### src/rtl/hsv_core_pkg.sv
// Shared issue/commit types: register masks, instruction tokens and issue FSM states.
// Optional build macro used by this slice: HSV_SCOREBOARD_BYPASS_EN.
package hsv_core_pkg;

   localparam int HSV_TOKEN_WIDTH  = 8;
   localparam int HSV_MAX_INFLIGHT = 8;

   typedef logic [31:0]                reg_mask;
   typedef logic [HSV_TOKEN_WIDTH-1:0] insn_token;

   typedef enum logic {
      ISSUE_RUN,
      ISSUE_FLUSH
   } issue_state_t;

   // x0 never carries a dependency.
   function automatic reg_mask strip_x0(reg_mask m);
      return {m[31:1], 1'b0};
   endfunction

endpackage

### src/rtl/hsv_core_issue_hazard.sv
// RAW/WAW hazard check of an incoming instruction against outstanding writes.
// HSV_SCOREBOARD_BYPASS_EN lets a same-cycle commit release clear the hazard.
module hsv_core_issue_hazard
   import hsv_core_pkg::*;
(
   input  logic [31:0] rs_mask,
   input  logic [31:0] rd_mask,
   input  logic [31:0] pending_mask,
   input  logic [31:0] commit_mask,
   output logic        hazard
);

   reg_mask eff_pending;

`ifdef HSV_SCOREBOARD_BYPASS_EN
   assign eff_pending = pending_mask & ~commit_mask;
`else
   // Releases take effect a cycle later; keeps commit off the issue path.
   logic unused_commit;
   assign unused_commit = ^commit_mask;
   assign eff_pending   = pending_mask;
`endif

   assign hazard = |(strip_x0(rs_mask | rd_mask) & eff_pending);

endmodule

### src/rtl/hsv_core_issue_scoreboard.sv
// Issue scoreboard: stamps in-order tokens, blocks on pending writes, follows commit flush.
// Build option: HSV_SCOREBOARD_BYPASS_EN (see hsv_core_issue_hazard).
module hsv_core_issue_scoreboard
   import hsv_core_pkg::*;
#(
   parameter int MAX_INFLIGHT = HSV_MAX_INFLIGHT,
   parameter int TOKEN_WIDTH  = HSV_TOKEN_WIDTH
) (
   input  logic                   clk_core,
   input  logic                   rst_core,
   input  logic                   in_valid,
   output logic                   in_ready,
   input  logic [31:0]            in_rs_mask,
   input  logic [31:0]            in_rd_mask,
   output logic                   out_valid,
   input  logic                   out_ready,
   output logic [TOKEN_WIDTH-1:0] out_token,
   output logic [31:0]            out_rd_mask,
   input  logic                   commit_valid,
   input  logic [31:0]            commit_mask,
   input  logic                   flush_req,
   output logic                   flush_ack,
   output logic [31:0]            pending_mask
);

   localparam int            IW       = $clog2(MAX_INFLIGHT + 1);
   localparam logic [IW-1:0] INFL_MAX = IW'(MAX_INFLIGHT);

   issue_state_t           state;
   issue_state_t           state_nxt;
   logic [TOKEN_WIDTH-1:0] token;
   reg_mask                pending;
   logic [IW-1:0]          inflight;
   logic                   hazard;
   logic                   running;
   logic                   flushing;
   logic                   accept;

   hsv_core_issue_hazard u_hazard (
      .rs_mask      (in_rs_mask),
      .rd_mask      (in_rd_mask),
      .pending_mask (pending),
      .commit_mask  (commit_mask),
      .hazard       (hazard)
   );

   always_ff @(posedge clk_core) begin
      if (rst_core) begin
         state <= ISSUE_FLUSH;
      end else begin
         state <= state_nxt;
      end
   end

   always_comb begin
      state_nxt = state;
      unique case (state)
         ISSUE_RUN:   if (flush_req) state_nxt = ISSUE_FLUSH;
         ISSUE_FLUSH: if (!flush_req && flush_ack) state_nxt = ISSUE_RUN;
      endcase
   end

   always_comb begin
      running  = (state == ISSUE_RUN);
      in_ready = running && !hazard
              && (inflight < INFL_MAX)
              && (!out_valid || out_ready);
   end

   assign accept       = in_valid & in_ready;
   // A flush request wins over accept and commit in the same cycle.
   assign flushing     = flush_req | ~running;
   assign pending_mask = pending;

   always_ff @(posedge clk_core) begin
      if (rst_core) begin
         flush_ack <= 1'b1;
      end else begin
         flush_ack <= flush_req;
      end
   end

   always_ff @(posedge clk_core) begin
      if (rst_core || flushing) begin
         token     <= '0;
         pending   <= '0;
         inflight  <= '0;
         out_valid <= 1'b0;
      end else begin
         // A new set of a bit wins over its release in the same cycle.
         pending <= strip_x0((pending & ~commit_mask)
                           | (accept ? in_rd_mask : '0));
         if (accept) begin
            token <= token + TOKEN_WIDTH'(1);
         end
         if (accept && !commit_valid) begin
            inflight <= inflight + IW'(1);
         end else if (!accept && commit_valid && inflight != '0) begin
            inflight <= inflight - IW'(1);
         end
         if (accept) begin
            out_valid <= 1'b1;
         end else if (out_ready) begin
            out_valid <= 1'b0;
         end
      end
   end

   always_ff @(posedge clk_core) begin
      if (rst_core) begin
         out_token   <= '0;
         out_rd_mask <= '0;
      end else if (accept && !flush_req) begin
         out_token   <= token;
         out_rd_mask <= in_rd_mask;
      end
   end

   a_no_commit_underflow : assert property (
      @(posedge clk_core) disable iff (rst_core)
      (running && !flush_req && commit_valid) |-> (inflight != '0)
   );

endmodule

### config.mk
export PLATFORM = sky130hd
export DESIGN_NAME = hsv_core_issue_scoreboard
export DESIGN_NICKNAME = d
export VERILOG_FILES = /design/src/rtl/hsv_core_pkg.sv /design/src/rtl/hsv_core_issue_hazard.sv /design/src/rtl/hsv_core_issue_scoreboard.sv
export SDC_FILE = /design/constraint.sdc
export NUM_CORES = 1
export LEC_CHECK = 0
export ABC_AREA = 1
export BUFFER_PORTS_ARGS = -buffer_cell sky130_fd_sc_hd__buf_2
export CAP_MARGIN = 15
export CORE_MARGIN = 4
export CORE_UTILIZATION = 30
export DETAILED_ROUTE_END_ITERATION = 10
export REMOVE_ABC_BUFFERS = 1
export SKIP_CTS_REPAIR_TIMING = 1
export SLEW_MARGIN = 20
export SYNTH_ARGS = -nofsm -noshare
export SYNTH_HDL_FRONTEND = slang
export SYNTH_SLANG_ARGS = --single-unit
### constraint.sdc
create_clock -name clk_core -period 4.4 [get_ports clk_core]
set_input_delay 0.88 -clock clk_core [delete_from_list [all_inputs] [get_ports clk_core]]
set_output_delay 0.88 -clock clk_core [all_outputs]
set_load 0.01 [all_outputs]
==> results by stage <==
Global route:
- The via count of the first global-routing pass is around 3,300.
- The number of antenna violations at the first check in global routing is 0.
- The first-pass GRT wire length is ~16,000 µm.
- For this run the aggregate overflow at the end of global routing stands at 0.
- Entering global routing, the biggest net connects 47 pins.
- The combined global-route utilization of all metal layers is 0.143.

Floorplanning:
- For this configuration, the core starts out at a cell density of 0.309.
- The width of the die is about 120 µm.
- The I/O pin count is 177.
- The number of rows created at floorplan is 39.
- The height of the die is 117 µm.
- In this run the standard cell core region covers between 10,000 and 15,000 µm².
- The floorplan step defined a die boundary enclosing 13,700 µm².

Route:
- For this run, design rule violations remaining after detail routing come to 0.
- The count of routing violations after the opening detailed-route iteration is around 180.
- The total iterations of the first detailed-routing run is 4.
- After detailed routing, the average wire length per cell comes to about 13 µm.
- The vias per cell is 4.50.
- The count of nets left with antenna violations once routing finished came out at 0.
- The detailed-route wire length is just over 10,000 µm.
- The detailed router placed 3,619 vias in this run.

Synth:
- Synthesis handed over a netlist of around 490 instances.
- The share of the yosys chip area belonging to registers is 0.483.
- The post-synthesis async set-or-reset flop share is 0.
- During synthesis, Yosys emitted a total of 0 warnings.
- The cell area that synthesis handed to floorplanning was approximately 3600 µm².
- The average instance area after synthesis is just over 7 µm².
- The synthesized design contains 0 enable-type register cells.
- After synthesis, the netlist uses 28 different library cells.
- The post-synthesis sequential element count is 86.
- In the synthesized netlist the dominant register cell turns out to be dfxtp_1.

Setup path:
- The critical path in this run is classified as input pin to flop.
- The highest cell delay on the worst timing path is 0.54 ns.
- The largest individual stage delay along the critical path comes from the cell nor2_8.
- The arrival time of data at the critical path endpoint is about 3.2 ns.
- Along the worst path, the maximum fanout reaches 46.
- The endpoint identified for the worst register-to-register timing path is out_token[3].
- The worst register-to-register path has a depth of 10.
- The startpoint class of the critical path is an input pin.
- Walking the worst path, the cells encountered are buf_2 > o21ai_1 > nand2_1 > nor2_1 > nand2_1 > nor2_2 > nand3_4 > nor2_8 > inv_2 > nor2_1 > nor2_1.
- The start of the worst register-to-register path is pending_mask[1].
- The worst setup path startpoint is in_rd_mask[1].
- In this run the worst setup path terminates at out_token[3].
- The cell repeated most along the worst path is nor2_1.
- The sort of element at the end of the critical path is a flop.
- The reg-to-reg setup timing slack is around 1.8 ns.
- The required arrival time at the worst endpoint is roughly 4.6 ns.

Timing:
- Measured against its own limit, the worst slew margin works out to 0.512.
- The final count of hold timing violations is 0.
- The number of slew-limit violations in the final report is 0.
- At the pin with the least slew margin, the transition time is approximately 0.73 ns.
- For this run, the top clock speed supported by timing is between 300 and 400 MHz.
- For the final routed database, the setup TNS stands at 0 ns.
- The total of endpoints with negative setup slack in the final report is 0.
- The final critical-path required period is a little under 3 ns.
- Setup repair after global routing left no endpoint under its margin.
- The worst-case clock skew is between 0.003 and 0.004 ns.
- Dividing the final minimum period by the clock period gives 0.677.

Power and ir drop:
- Power comes to approximately 1.6 mW.
- In this run the static leakage power is about 2.3 nW.
- The power per standard cell area is 337 nW/µm².
- VDD sags by at most roughly 0.13 mV.

Final layout:
- The fraction of layout cells with a size suffix above 1 is 0.296.
- The area of the multi-input gates is 1560 µm².
- The final layout contains roughly 770 nets.
- In the final layout, flip-flops and latches occupy between 1500 and 2000 µm².
- The final design instance area without fill is 4790 µm².
- From synthesis to final layout, the design area changed by 34.5%.
- The number of filler instances in the final layout is 1,203.
- The repair_antennas step left the layout with diodes totalling 0.

Place:
- The number of I/O port buffers is approximately 170.
- The cell area after placement is roughly 4500 µm².
- The global placer's final weighted congestion is between 0.7 and 0.8.
- The HPWL after detailed placement is about 7800 µm.

CTS:
- TritonCTS built the clock tree.
- The clock transition at the registers of the reported paths is ~0.06 ns.
- The CTS buffer count is 9.
- The tree is rooted in a clkbuf_16.
- The sink count of the clock tree is 86.
- The number of levels the H-tree was split into is 3.
- The clock passes through at most 2 buffers.
- The source-to-sink clock delay at the later pin of the worst-skew pair is 0.32 ns.

Status:
- The flow ran to the end, and the final reports show no timing, DRC or antenna violations.

Flow run:
- The tool flagged a number of max-cap violations equal to 0.

Hold path:
- The min-delay analysis places its worst path in the category flop to flop.
- The worst hold path cell count is 2.
-- area by class of cell --
type / count / share of cell area
Clock inverter: 4 / 0.00523
Clock buffer: 10 / 0.0499
Sequential cell: 86 / 0.360
Timing Repair Buffer: 176 / 0.186
Tap cell: 143 / 0.0374
Inverter: 48 / 0.0376
Multi-Input combinational cell: 338 / 0.325
-- worst max-delay path, delay by kind of cell --
family | cells | cell delay (ns)
and+or+nand+nor | 8 | 1.55
buffers and inverters | 2 | 0.55
AOI/OAI and AO/OA | 1 | 0.17
-- where the power goes --
group / switching (mW) / internal (mW)
sequential: 0.00666 / 0.791
clock: 0.292 / 0.389
combinational: 0.0792 / 0.0571
total: 0.378 / 1.24
-- metal layers --
metal	GRT usage	vias up	routed length, µm
met5	0	-	0
met4	0.0466	0	115
met3	0.0308	12	677
met2	0.251	115	4870
met1	0.175	1587	4520
li1	-	1905	-
-- registers in the layout (all words and copies together), names as in the netlist --
| name | cells |
|---|---|
| out_token | 8 |
| out_valid | 1 |
| inflight | 4 |
| pending_mask | 31 |
| flush_ack | 1 |
| out_rd_mask | 32 |
| state | 1 |
| token | 8 |
-- synthesized netlist by cell type, drive strengths merged, types with 3 or more instances --
cell / n / area [µm²]
nand2: 162 / 608
nand4: 3 / 18.8
nor2: 27 / 125
dfxtp: 86 / 1720
inv: 47 / 176
nor3: 3 / 15.0
o21ai: 44 / 220
ha: 3 / 37.5
nand3: 6 / 42.5
a21oi: 77 / 385
buf: 13 / 77.6
clkbuf: 7 / 26.3
-- worst min-delay path by stage --
stage / from / to / slack [ns]
after global placement: out_rd_mask[10] / out_rd_mask[10] / 0.45
final: out_rd_mask[4] / out_rd_mask[4] / 0.46
after global routing: out_rd_mask[27] / out_rd_mask[27] / 0.48
after detailed placement: out_rd_mask[3] / out_rd_mask[3] / 0.45
after CTS: out_rd_mask[4] / out_rd_mask[4] / 0.46
after floorplan: token[7] / token[7] / 0.45
-- layout by cell type, fill, tap and decap left out, types with 5 or more instances in the layout --
master	netlist	routed
nor2_1	23	23
clkbuf_16	0	9
o21ai_1	33	33
nand2_1	162	162
o21ai_0	11	11
inv_1	46	46
nand3_1	5	5
buf_2	8	173
a21oi_1	77	77
dfxtp_1	86	86
-- cell families (layout without fill, tap and decap cells) --
kind of cell	after synthesis	in the layout	synth area share
AOI/OAI and AO/OA	125	125	0.178
xor gates and xnor gates	2	2	0.00492
adders and majority gates	4	4	0.0162
and+or+nand+nor	206	206	0.237
DFF	86	86	0.483
buffers and inverters	68	238	0.0798
other	1	1	0.00105
-- per-stage QoR --
| stage | instances | hold slack [ns] | setup WS, ns | utilization |
|---|---|---|---|---|
| 4_1_cts | 805 | 0.463 | 1.35 | 0.416 |
| 2_1_floorplan | 472 | 0.445 | 1.75 | - |
| 6_report | 805 | 0.460 | 1.42 | 0.416 |
| 3_3_place_gp | 791 | 0.446 | 1.04 | 0.393 |
| 5_1_grt | 805 | 0.477 | 1.13 | 0.416 |
| 3_5_place_dp | 791 | 0.450 | 0.998 | 0.393 |
Note: power is estimated with default switching activity, not from simulation.
